`config.mk`:
```
export PLATFORM = sky130hd
export DESIGN_NAME = decode_stage
export DESIGN_NICKNAME = d
export VERILOG_FILES = /design/src/rtl/decode_stage_pkg.sv /design/src/rtl/decode_stage_table.sv /design/src/rtl/decode_stage.sv
export SDC_FILE = /design/constraint.sdc
export NUM_CORES = 1
export LEC_CHECK = 0
export ABC_AREA = 1
export CAP_MARGIN = 30
export CORE_MARGIN = 4
export CORE_UTILIZATION = 24
export DETAILED_ROUTE_END_ITERATION = 16
export MAX_ROUTING_LAYER = met4
export PLACE_DENSITY = 0.48
export SYNTH_ARGS = -nofsm -noshare
export SYNTH_HDL_FRONTEND = slang
export SYNTH_SLANG_ARGS = --single-unit
```
`constraint.sdc`:
```
create_clock -name clk -period 3.6 [get_ports clk]
set_clock_uncertainty 0.05 [all_clocks]
set_input_delay 0.72 -clock clk [delete_from_list [all_inputs] [get_ports clk]]
set_output_delay 0.72 -clock clk [all_outputs]
set_load 0.005 [all_outputs]
```
`src/rtl/decode_stage_pkg.sv`:
```
// Shared decode package: opcode set, instruction field positions, decoded bundle and buffer states.
package decode_stage_pkg;

  typedef enum logic [3:0] {
    OP_NOP    = 4'h0,
    OP_ADD    = 4'h1,
    OP_SUB    = 4'h2,
    OP_AND    = 4'h3,
    OP_OR     = 4'h4,
    OP_XOR    = 4'h5,
    OP_ADDI   = 4'h6,
    OP_ANDI   = 4'h7,
    OP_ORI    = 4'h8,
    OP_LD     = 4'h9,
    OP_ST     = 4'hA,
    OP_BEQ    = 4'hB,
    OP_LDI    = 4'hC,
    OP_RSVD_D = 4'hD,
    OP_RSVD_E = 4'hE,
    OP_RSVD_F = 4'hF
  } opcode_e;

  localparam int unsigned OPC_HI = 15;
  localparam int unsigned OPC_LO = 12;
  localparam int unsigned RD_HI  = 11;
  localparam int unsigned RD_LO  = 9;
  localparam int unsigned RS_HI  = 8;
  localparam int unsigned RS_LO  = 6;
  localparam int unsigned RT_HI  = 5;
  localparam int unsigned RT_LO  = 3;
  localparam int unsigned IMM_HI = 5;
  localparam int unsigned IMM_LO = 0;

  typedef struct packed {
    logic [3:0] opcode;
    logic [2:0] rd;
    logic [2:0] rs;
    logic [2:0] rt;
    logic [5:0] imm6;
    logic       cs;
    logic       use_imm;
    logic       reg_we;
    logic       mem_rd;
    logic       mem_wr;
    logic       branch;
    logic       illegal;
    logic [7:0] pc;
  } dec_t;

  localparam int unsigned DEC_W = 34;

  typedef enum logic [1:0] {
    S_EMPTY,
    S_ONE,
    S_TWO
  } state_e;

endpackage

```
`src/rtl/decode_stage_table.sv`:
```
// Pure opcode-to-control decode table.
// Opcodes D-F raise illegal only when DECODE_ILLEGAL_TRAP_EN is defined; otherwise they decode as NOP.
module decode_table
  import decode_stage_pkg::*;
(
  input  logic [15:0] instr_i,
  input  logic [7:0]  pc_i,
  output dec_t        dec_o
);

  logic [DEC_W-1:0] bundle;
  dec_t             d;

  assign bundle = d;
  assign dec_o  = dec_t'(bundle);

  always_comb begin
    d        = '0;
    d.opcode = instr_i[OPC_HI:OPC_LO];
    d.rd     = instr_i[RD_HI:RD_LO];
    d.rs     = instr_i[RS_HI:RS_LO];
    d.rt     = instr_i[RT_HI:RT_LO];
    d.imm6   = instr_i[IMM_HI:IMM_LO];
    d.pc     = pc_i;
    case (opcode_e'(instr_i[OPC_HI:OPC_LO]))
      OP_ADD, OP_SUB, OP_AND, OP_OR, OP_XOR: d.reg_we = 1'b1;
      OP_ADDI: begin
        d.reg_we  = 1'b1;
        d.use_imm = 1'b1;
        d.cs      = 1'b1;
      end
      OP_ANDI, OP_ORI, OP_LDI: begin
        d.reg_we  = 1'b1;
        d.use_imm = 1'b1;
      end
      OP_LD: begin
        d.reg_we  = 1'b1;
        d.mem_rd  = 1'b1;
        d.use_imm = 1'b1;
        d.cs      = 1'b1;
      end
      OP_ST: begin
        d.mem_wr  = 1'b1;
        d.use_imm = 1'b1;
        d.cs      = 1'b1;
      end
      OP_BEQ: begin
        d.branch  = 1'b1;
        d.use_imm = 1'b1;
        d.cs      = 1'b1;
      end
      OP_RSVD_D, OP_RSVD_E, OP_RSVD_F: begin
`ifdef DECODE_ILLEGAL_TRAP_EN
        d.illegal = 1'b1;
`endif
      end
      default: ;
    endcase
  end

endmodule

```
`src/rtl/decode_stage.sv`:
```
// Decode stage: decodes at the input and holds results in a 2-entry skid buffer (oldest on outputs).
// Illegal-opcode trapping is selected by DECODE_ILLEGAL_TRAP_EN (see decode_table).
module decode_stage
  import decode_stage_pkg::*;
(
  input  logic        clk,
  input  logic        rst,
  input  logic        in_valid,
  output logic        in_ready,
  input  logic [15:0] in_instr,
  input  logic [7:0]  in_pc,
  input  logic        flush,
  output logic        out_valid,
  input  logic        out_ready,
  output logic [7:0]  out_pc,
  output logic [3:0]  out_opcode,
  output logic [2:0]  out_rd,
  output logic [2:0]  out_rs,
  output logic [2:0]  out_rt,
  output logic [5:0]  out_imm6,
  output logic        out_cs,
  output logic        out_use_imm,
  output logic        out_reg_we,
  output logic        out_mem_rd,
  output logic        out_mem_wr,
  output logic        out_branch,
  output logic        out_illegal
);

  dec_t             dec_in;
  dec_t             head;
  logic [DEC_W-1:0] head_q;
  logic [DEC_W-1:0] tail_q;
  state_e           state_q;
  logic             accept;
  logic             retire;

  decode_table u_table (
    .instr_i (in_instr),
    .pc_i    (in_pc),
    .dec_o   (dec_in)
  );

  // Valid is masked during rst/flush so the consumer never sees a handshake on a discarded entry.
  assign in_ready  = !rst && (state_q != S_TWO);
  assign out_valid = !rst && !flush && (state_q != S_EMPTY);
  assign accept    = in_valid && in_ready;
  assign retire    = out_valid && out_ready;

  always_ff @(posedge clk) begin
    if (rst) begin
      state_q <= S_EMPTY;
      head_q  <= '0;
      tail_q  <= '0;
    end else if (flush) begin
      state_q <= S_EMPTY;
    end else begin
      case (state_q)
        S_EMPTY: begin
          if (accept) begin
            head_q  <= dec_in;
            state_q <= S_ONE;
          end
        end
        S_ONE: begin
          if (accept && retire) begin
            head_q <= dec_in;
          end else if (accept) begin
            tail_q  <= dec_in;
            state_q <= S_TWO;
          end else if (retire) begin
            state_q <= S_EMPTY;
          end
        end
        S_TWO: begin
          if (retire) begin
            head_q  <= tail_q;
            state_q <= S_ONE;
          end
        end
        default: state_q <= S_EMPTY;
      endcase
    end
  end

  assign head        = dec_t'(head_q);
  assign out_pc      = head.pc;
  assign out_opcode  = head.opcode;
  assign out_rd      = head.rd;
  assign out_rs      = head.rs;
  assign out_rt      = head.rt;
  assign out_imm6    = head.imm6;
  assign out_cs      = head.cs;
  assign out_use_imm = head.use_imm;
  assign out_reg_we  = head.reg_we  && out_valid;
  assign out_mem_rd  = head.mem_rd  && out_valid;
  assign out_mem_wr  = head.mem_wr  && out_valid;
  assign out_branch  = head.branch  && out_valid;
  assign out_illegal = head.illegal && out_valid;

endmodule

```
## Yosys cells after proc, flatten, opt, wreduce, memory -nomap -nowiden

Index checks and enable logic that the tools add are counted.

- Word-level logic and storage cells: 64
- Register bits: 69
- Input port bits: 29

- Mux-type cells: 16
- Reductions and logical operators: 23
- Bitwise operators: 2
- Equal/unequal tests: 20

Operator list:

| kind | count |
|---|---|
| $mux W34 | 3 |
| $pmux W34 S3 | 1 |
| $eq A4 B4 Y1 const B | 5 |
| $eq A4 B3 Y1 const B | 4 |
| $logic_and A1 B1 Y1 | 11 |
| $mux W2 | 5 |
| $ne A2 B2 Y1 const B | 5 |
| $reduce_or A10 Y1 | 1 |
| $eq A4 B2 Y1 const B | 2 |
| $reduce_and A4 Y1 | 2 |
| $reduce_or A7 Y1 | 1 |
| $mux W1 | 6 |
| $pmux W2 S3 | 1 |
| $reduce_and A5 Y1 | 1 |
| $eq A4 B1 Y1 const B | 1 |
| $reduce_or A4 Y1 | 1 |
| $ne A3 B3 Y1 const B | 1 |
| $reduce_bool A3 Y1 | 1 |
| $eq A2 B1 Y1 const B | 1 |
| $eq A2 B2 Y1 const B | 1 |
| $logic_not A1 Y1 | 2 |
| $logic_not A2 Y1 | 1 |
| $not A1 Y1 | 2 |
| $reduce_bool A2 Y1 | 1 |
| $reduce_or A2 Y1 | 1 |

## Longest topological paths before layout

Gate-level depths: netlist (run 1).

- Depth in word-level cells: 8
- Depth in mapped cells: 11
- Mapped depth without buffers: 9

## Cells and area by module

Synthesis (run 1) repeated with hierarchy kept, for this count alone.

- Cell total of the unflattened synthesis: 636
- Area, all modules: 3975.1 µm²

By module, submodules not included:

| module | cells each | area each (µm²) | times used | seq. area each (µm²) |
|---|---|---|---|---|
| decode_stage | 584 | 3661.0 | 1 | 1401.3 |
| decode_table | 52 | 314.1 | 1 | 0.0 |

## Worst setup path after synthesis (run 1)

OpenSTA, ideal clock, no wires.

- Path type: input to output
- From: input rst
- To: output out_branch
- Cell stages on the path: 5
- Buffers on the path: 0
- Data required time: 2.830 ns
- Path slack: 1.562 ns
- Arrival time: 1.268 ns
- Cell sequence: nor2_2 inv_1 nor2_1 inv_1 nor2_1

- Word-level cells in the longest chain between the ends: 4

Ends and longest elaborated chain:

| element | line | text |
|---|---|---|
| start, declared | decode_stage.sv:7 | `input logic rst,` |
| $logic_not A1 Y1 | decode_stage.sv:46 | `assign out_valid = !rst && !flush && (state_q != S_EMPTY);` |
| $logic_and A1 B1 Y1 (2 in series) | decode_stage.sv:46 |  |
| named net out_valid | decode_stage.sv:13 | `output logic out_valid,` |
| $logic_and A1 B1 Y1 | decode_stage.sv:98 | `assign out_branch = head.branch && out_valid;` |
| end, declared | decode_stage.sv:26 | `output logic out_branch,` |

The timed path passes the listed nets, and every way through them passes these cells.

## Final worst setup path (run 1)

- From: input rst
- To: output out_mem_rd

- Word-level cells in the longest chain between the ends: 4

Ends and longest elaborated chain:

| element | line | text |
|---|---|---|
| $logic_not A1 Y1 | decode_stage.sv:46 |  |
| $logic_and A1 B1 Y1 (2 in series) | decode_stage.sv:46 |  |
| $logic_and A1 B1 Y1 | decode_stage.sv:96 | `assign out_mem_rd = head.mem_rd && out_valid;` |
| end, declared | decode_stage.sv:24 | `output logic out_mem_rd,` |

Every way passes these cells.

==> results of run 1 <==
[through the flow]
stage / util (%) / hold WS [ns] / cells / setup slack [ns] / total power, µW
after CTS: 30.7 / 0.435 / 702 / 0.512 / 1840
after global routing: 30.7 / 0.469 / 702 / 0.359 / 1900
after detailed placement: 28.5 / 0.419 / 686 / 0.521 / 986
after floorplan: - / 0.388 / 499 / 1.56 / 902
after global placement: 28.5 / 0.418 / 686 / 0.559 / 983
final: 30.7 / 0.426 / 702 / 0.522 / 1810
[final timing paths]
check	to	cells past startpoint	startpoint	slack, ns
min	head[10]$_SDFFE_PP0P_	2	head[10]$_SDFFE_PP0P_	0.43
max	out_mem_rd	7	rst	0.52
min reg2reg	head[10]$_SDFFE_PP0P_	2	head[10]$_SDFFE_PP0P_	0.43
max reg2reg	head[28]$_SDFFE_PP0P_	10	state_q[0]$_SDFFE_PP0P_	1.43
[Yosys cell counts]
library cell / instances / share of area (%)
nor2_1: 82 / 9.5
buf_2: 11 / 1.7
nand2_2: 1 / 0.19
inv_2: 3 / 0.35
nand2_4: 1 / 0.35
nor2_4: 1 / 0.35
nand3_1: 42 / 6.5
buf_1: 3 / 0.35
nand2_1: 118 / 14
clkbuf_1: 6 / 0.69
nand3_2: 2 / 0.62
dfxtp_1: 62 / 38
buf_6: 6 / 2.1
o21ai_0: 30 / 4.6
conb_1: 1 / 0.12
buf_4: 32 / 7.4
nor2_2: 2 / 0.39
a21oi_1: 42 / 6.5
o21ai_1: 7 / 1.1
inv_1: 47 / 5.4
[final cells by class]
class / count / area [µm²]
Multi-Input combinational cell: 329 / 1420
Timing Repair Buffer: 69 / 701
Clock buffer: 10 / 229
Clock inverter: 6 / 61.3
Tap cell: 176 / 220
Inverter: 50 / 188
Fill cell: 1491 / 9180
Sequential cell: 62 / 1240
[worst reg2reg max path: stages, from the launching register on]
cell and delay [ns]:
dfxtp_1 0.35, inv_2 0.08, nand2_4 0.27, nand3_2 0.17, nand2_1 0.11, nand2_1 0.09
nor2_4 0.36, buf_12 0.29, nand3_1 0.14, nand2_1 0.10, nor2_1 0.04
[cells by family after synthesis]
group                  Yosys count  share of synthesized area, %
and+or+nand+nor                249                          31.5
other                            1                         0.115
DFF                             62                          38.2
AOI/OAI and AO/OA               79                          12.2
buffers and inverters          108                          18.0
[power by group]
group | internal (µW) | switching (µW) | total, µW
logic | 118 | 117 | 235
registers | 716 | 16.0 | 732
clock network | 534 | 308 | 842
[layer usage]
layer / wire length, µm / vias to the layer above / share of wire, % / global-route usage (%)
li1: - / 1565 / - / -
met1: 4170 / 1371 / 48 / 14.9
met2: 3960 / 63 / 46 / 18.9
met3: 372 / 9 / 4.3 / 3.34
met4: 118 / 0 / 1.4 / 3.61
met5: 0 / - / 0 / -
[flip-flops by register name (all words and copies together) (netlist names)]
register	flops
head	30
tail_q	30
state_q	2
==> metrics, run 1 <==
outcome finished clean; Rows 42; DR DRC count 0; Seq/Total Area, Yosys 38.2%; min-delay worst type register to register; LEAKAGE 0.00180 µW; FF+latch count, synth 62; vias 3,008; Syn Area/Cell 6.51 µm²; Pre-Repair DR Iteration Count 5; WL/cell 12.3 µm; CTS root buffer clkbuf_16; GRT Resource Usage Total 11.9%; share of cells above drive strength 1 6.08%; hold_buf cts 0; final instance area 4060 µm²; Crit path required time 2.83 ns; first-pass GRT wire length 14.9 mm; gr ovfl total 0; worst vdd ir 0.192 mV; core region area 13,200 µm²; clock insertion delay at the later pin of the skew report 0.32 ns; Slowest Stage Delay on Critical Path 0.50 ns; Final GP Congestion 0.761; CP delay by family, top buffers and inverters; Die W 124 µm; Via density 4.28; Worst Path Arrival 2.31 ns; Port Buffers 63; synthesized instance count 499; unrepaired setup endpoints after global routing no; Netlist cell types 20; I/O Pins 65; final hold violation count 0; Crit Path Category primary input to primary output; fin crit share 85.5%; Max Root-Sink Buffers 2; Setup crit start kind primary input; clk sink count 62; CTS tree yes; Mapped Area 3250 µm²; antenna cells 0; CTS H-tree depth 3; initial DRC count 184; Power Dens Cells 445 nW/µm²; syn_nets 528; Max Cap Violations 0; cts repair resizes 0; commonest non-fill, non-tap cell in the layout nand2_1; Max Clock Freq 0.325 GHz; Layout area overhead 25.2%; Worst-Margin Slew 0.596 ns; pin count of the biggest net entering global routing 61; Final min period 3.08 ns; initial antenna violation count 0; most frequent cells in the layout nand2_1, nor2_1, clkdlybuf4s50_1; Slew HR 60.3%; CP Buf/Inv Count 4; Slew Viols, Final 0; Critical Path Fanout Max 4; Die Footprint 15,500 µm²; Initial Util 24.5%; antenna viol nets, final 0; CP Cell Sequence clkdlybuf4s50_1, nor2_2, inv_1, nor2_1, inv_1, nor2_1, clkdlybuf4s50_1; nets 550; CTS Buf Count 9; endpoint class of the critical path primary output; hpwl dp 5.59 mm; number of global-route vias before repair 2,977; # Post-CTS Setup Buffers 0; setup_tns 0 ns; final setup fails 0; final wirelength 8.63 mm; CP max stage cell clkdlybuf4s50_1; Worst-path clk slew 0.05 ns; dpl cell area 3770 µm²; Die H 124 µm; Synth Warn # 0
No activity file was read; power rests on OpenSTA's default activity.
==> run 2: changes to the inputs <==
- CELL_PAD_IN_SITES_DETAIL_PLACEMENT: unset -> 0
- CELL_PAD_IN_SITES_GLOBAL_PLACEMENT: unset -> 2
- CORE_ASPECT_RATIO: unset -> 0.7
- PLACE_DENSITY: 0.48 -> 0.76
==> run 2 against run 1 <==
Die area increased by 0.20%. First-iteration DRC count down 26%. Global-route usage hardly changed. Hold slack improved by 0.0026 ns. Final cell count is 1.4% higher. Sequential cell count unchanged. Register-to-register slack about the same. Count of clock-buffer cells in the layout up 2. Critical endpoint is now out_reg_we.
==> metrics, run 2 (same netlist as run 1, synthesis figures left out) <==
outcome finished clean; min-delay worst type register to register; Reg2Reg Depth 10 (unchanged); core region area 13,200 µm² (-0.46%); Critical Path Fanout Max 4 (unchanged); Layout area overhead 26.1%; Die Footprint 15,500 µm² (+0.20%); pin count of the biggest net entering global routing 61 (unchanged); initial antenna violation count 0 (unchanged); DR DRC count 0 (unchanged); worst vdd ir 0.206 mV (+7.4%); CTS root buffer clkbuf_16; WHS Endpoint head[4]$_SDFFE_PP0P_; cts repair resizes 0 (unchanged); Sequential Power Share 39.7% (-0.8 points); first-pass GRT wire length 14.4 mm (-3.0%); Slew HR 59.8% (-0.46 points); Worst-path clk slew 0.05 ns (about the same); Max Clock Freq 0.320 GHz (-1.5%); hold path startpoint head[4]$_SDFFE_PP0P_; final hold violation count 0 (unchanged); final setup fails 0 (unchanged); Slew Viols, Final 0 (unchanged); Sw Share 23.8% (-0.62 points); antenna viol nets, final 0 (unchanged); fin crit share 86.8% (+1.3 points); antenna cells 0 (unchanged); non-filler instance count after layout 712 (+1.4%); share of cells above drive strength 1 6.26% (+0.18 points); Min-Delay Path Depth 2 (unchanged); Power Dens Cells 450 nW/µm² (+1.1%); Max Cap Violations 0 (unchanged); LEAKAGE 0.00182 µW (+0.63%); most frequent cells in the layout nand2_1, nor2_1, clkdlybuf4s50_1; nets 551 (+0.18%); FF-to-FF setup slack 1.44 ns (about the same); Via density 4.18 (-2.4%); # Post-CTS Setup Buffers 0 (unchanged); Initial Util 24.6% (+0.11 points); Crit path required time 2.83 ns (about the same); vias 2,977 (-1.0%); commonest non-fill, non-tap cell in the layout nand2_1; switching pwr 438 µW (-0.78%); Final min period 3.12 ns (+0.0460 ns); gr ovfl total 0 (unchanged); initial DRC count 137 (-26%); final wirelength 8.72 mm (+1.1%); hold_buf cts 0 (unchanged); endpoint class of the critical path primary output; clk sink count 62 (unchanged); Die W 147 µm (+18%); Worst Path Arrival 2.35 ns (+0.04 ns); placed cell count 696 (+1.5%); Final GP Congestion 0.753 (-1.1%); Setup crit start kind primary input; logic gate share of total power 12.8% (-0.2 points); I/O Pins 65 (unchanged); GRT Resource Usage Total 11.9% (-0.018 points); CTS H-tree depth 3 (unchanged); Die H 105 µm (-15%); CTS tree yes; Crit Path Category primary input to primary output; Max Root-Sink Buffers 2 (unchanged); Pre-Repair DR Iteration Count 4 (-1); WL/cell 12.3 µm (-0.32%); Port Buffers 63 (unchanged); hpwl dp 5.61 mm (+0.24%); number of global-route vias before repair 2,910 (-2.3%); setup_tns 0 ns (unchanged); Worst-Margin Slew 0.603 ns (+0.00685 ns); Rows 35 (-17%); CTS Buf Count 9 (unchanged); Worst R2R Start state_q[0]$_SDFFE_PP0P_; R2R Path End head[1]$_SDFFE_PP0P_; clock insertion delay at the later pin of the skew report 0.33 ns (about the same); clock power share 47.5% (+1.0 points); unrepaired setup endpoints after global routing no; Pint 1400 µW (+2.6%)
run 2: cell count changes in the layout (fill, tap and decap cells not counted), sizes merged:
cell,delta
buf,+1
clkbuf,+2
clkinv,+1
clkinvlp,-1
inv,-2
run 2: critical path, cell delays in order:
cell	delay, ns
clkdlybuf4s50_1	0.51
nor2_2	0.21
inv_1	0.07
nor2_1	0.14
inv_1	0.09
nor2_1	0.10
clkdlybuf4s50_1	0.51
run 2: power by group through the flow:
stage | logic [µW] | clock network (µW) | registers (µW)
4_1_cts | 240 | 910 | 732
5_1_grt | 265 | 941 | 735
2_1_floorplan | 159 | 0 | 743
6_report | 236 | 875 | 732
3_5_place_dp | 239 | 0 | 746
3_3_place_gp | 239 | 0 | 746
run 2: area by class of cell:
type | instances | area [µm²]
fillers | 1433 | 9090
clock buffers | 12 | 256
well taps | 185 | 231
inverters | 50 | 188
flip-flops and latches | 62 | 1240
multi-input cells | 329 | 1420
repair buffers | 70 | 708
clock inverters | 4 | 45.0
run 2: worst max path at each step:
stage                 endpoint  depth (start not counted)  slack, ns  startpoint
finish              out_reg_we                          7       0.48         rst
global route        out_reg_we                          7       0.36         rst
CTS                 out_reg_we                          7       0.47         rst
detailed placement  out_reg_we                          7       0.49         rst
global placement    out_mem_wr                          7       0.53         rst
floorplan           out_branch                          5       1.56         rst
run 2: layer usage:
layer	GRT usage [%]	wire, µm
met1	15.4	4540
met2	18.1	3730
met3	3.82	376
met4	3.06	80
met5	-	0
run 2: metrics by stage:
step | hold slack, ns | total power (µW) | utilization (%) | instance area (µm²) | setup slack (ns)
global placement | 0.413 | 985 | 28.8 | 3790 | 0.534
global route | 0.447 | 1940 | 31.1 | 4090 | 0.360
CTS | 0.436 | 1880 | 31.1 | 4090 | 0.475
floorplan | 0.388 | 902 | - | 3250 | 1.56
detailed placement | 0.421 | 986 | 28.8 | 3790 | 0.485
finish | 0.429 | 1840 | 31.1 | 4090 | 0.476
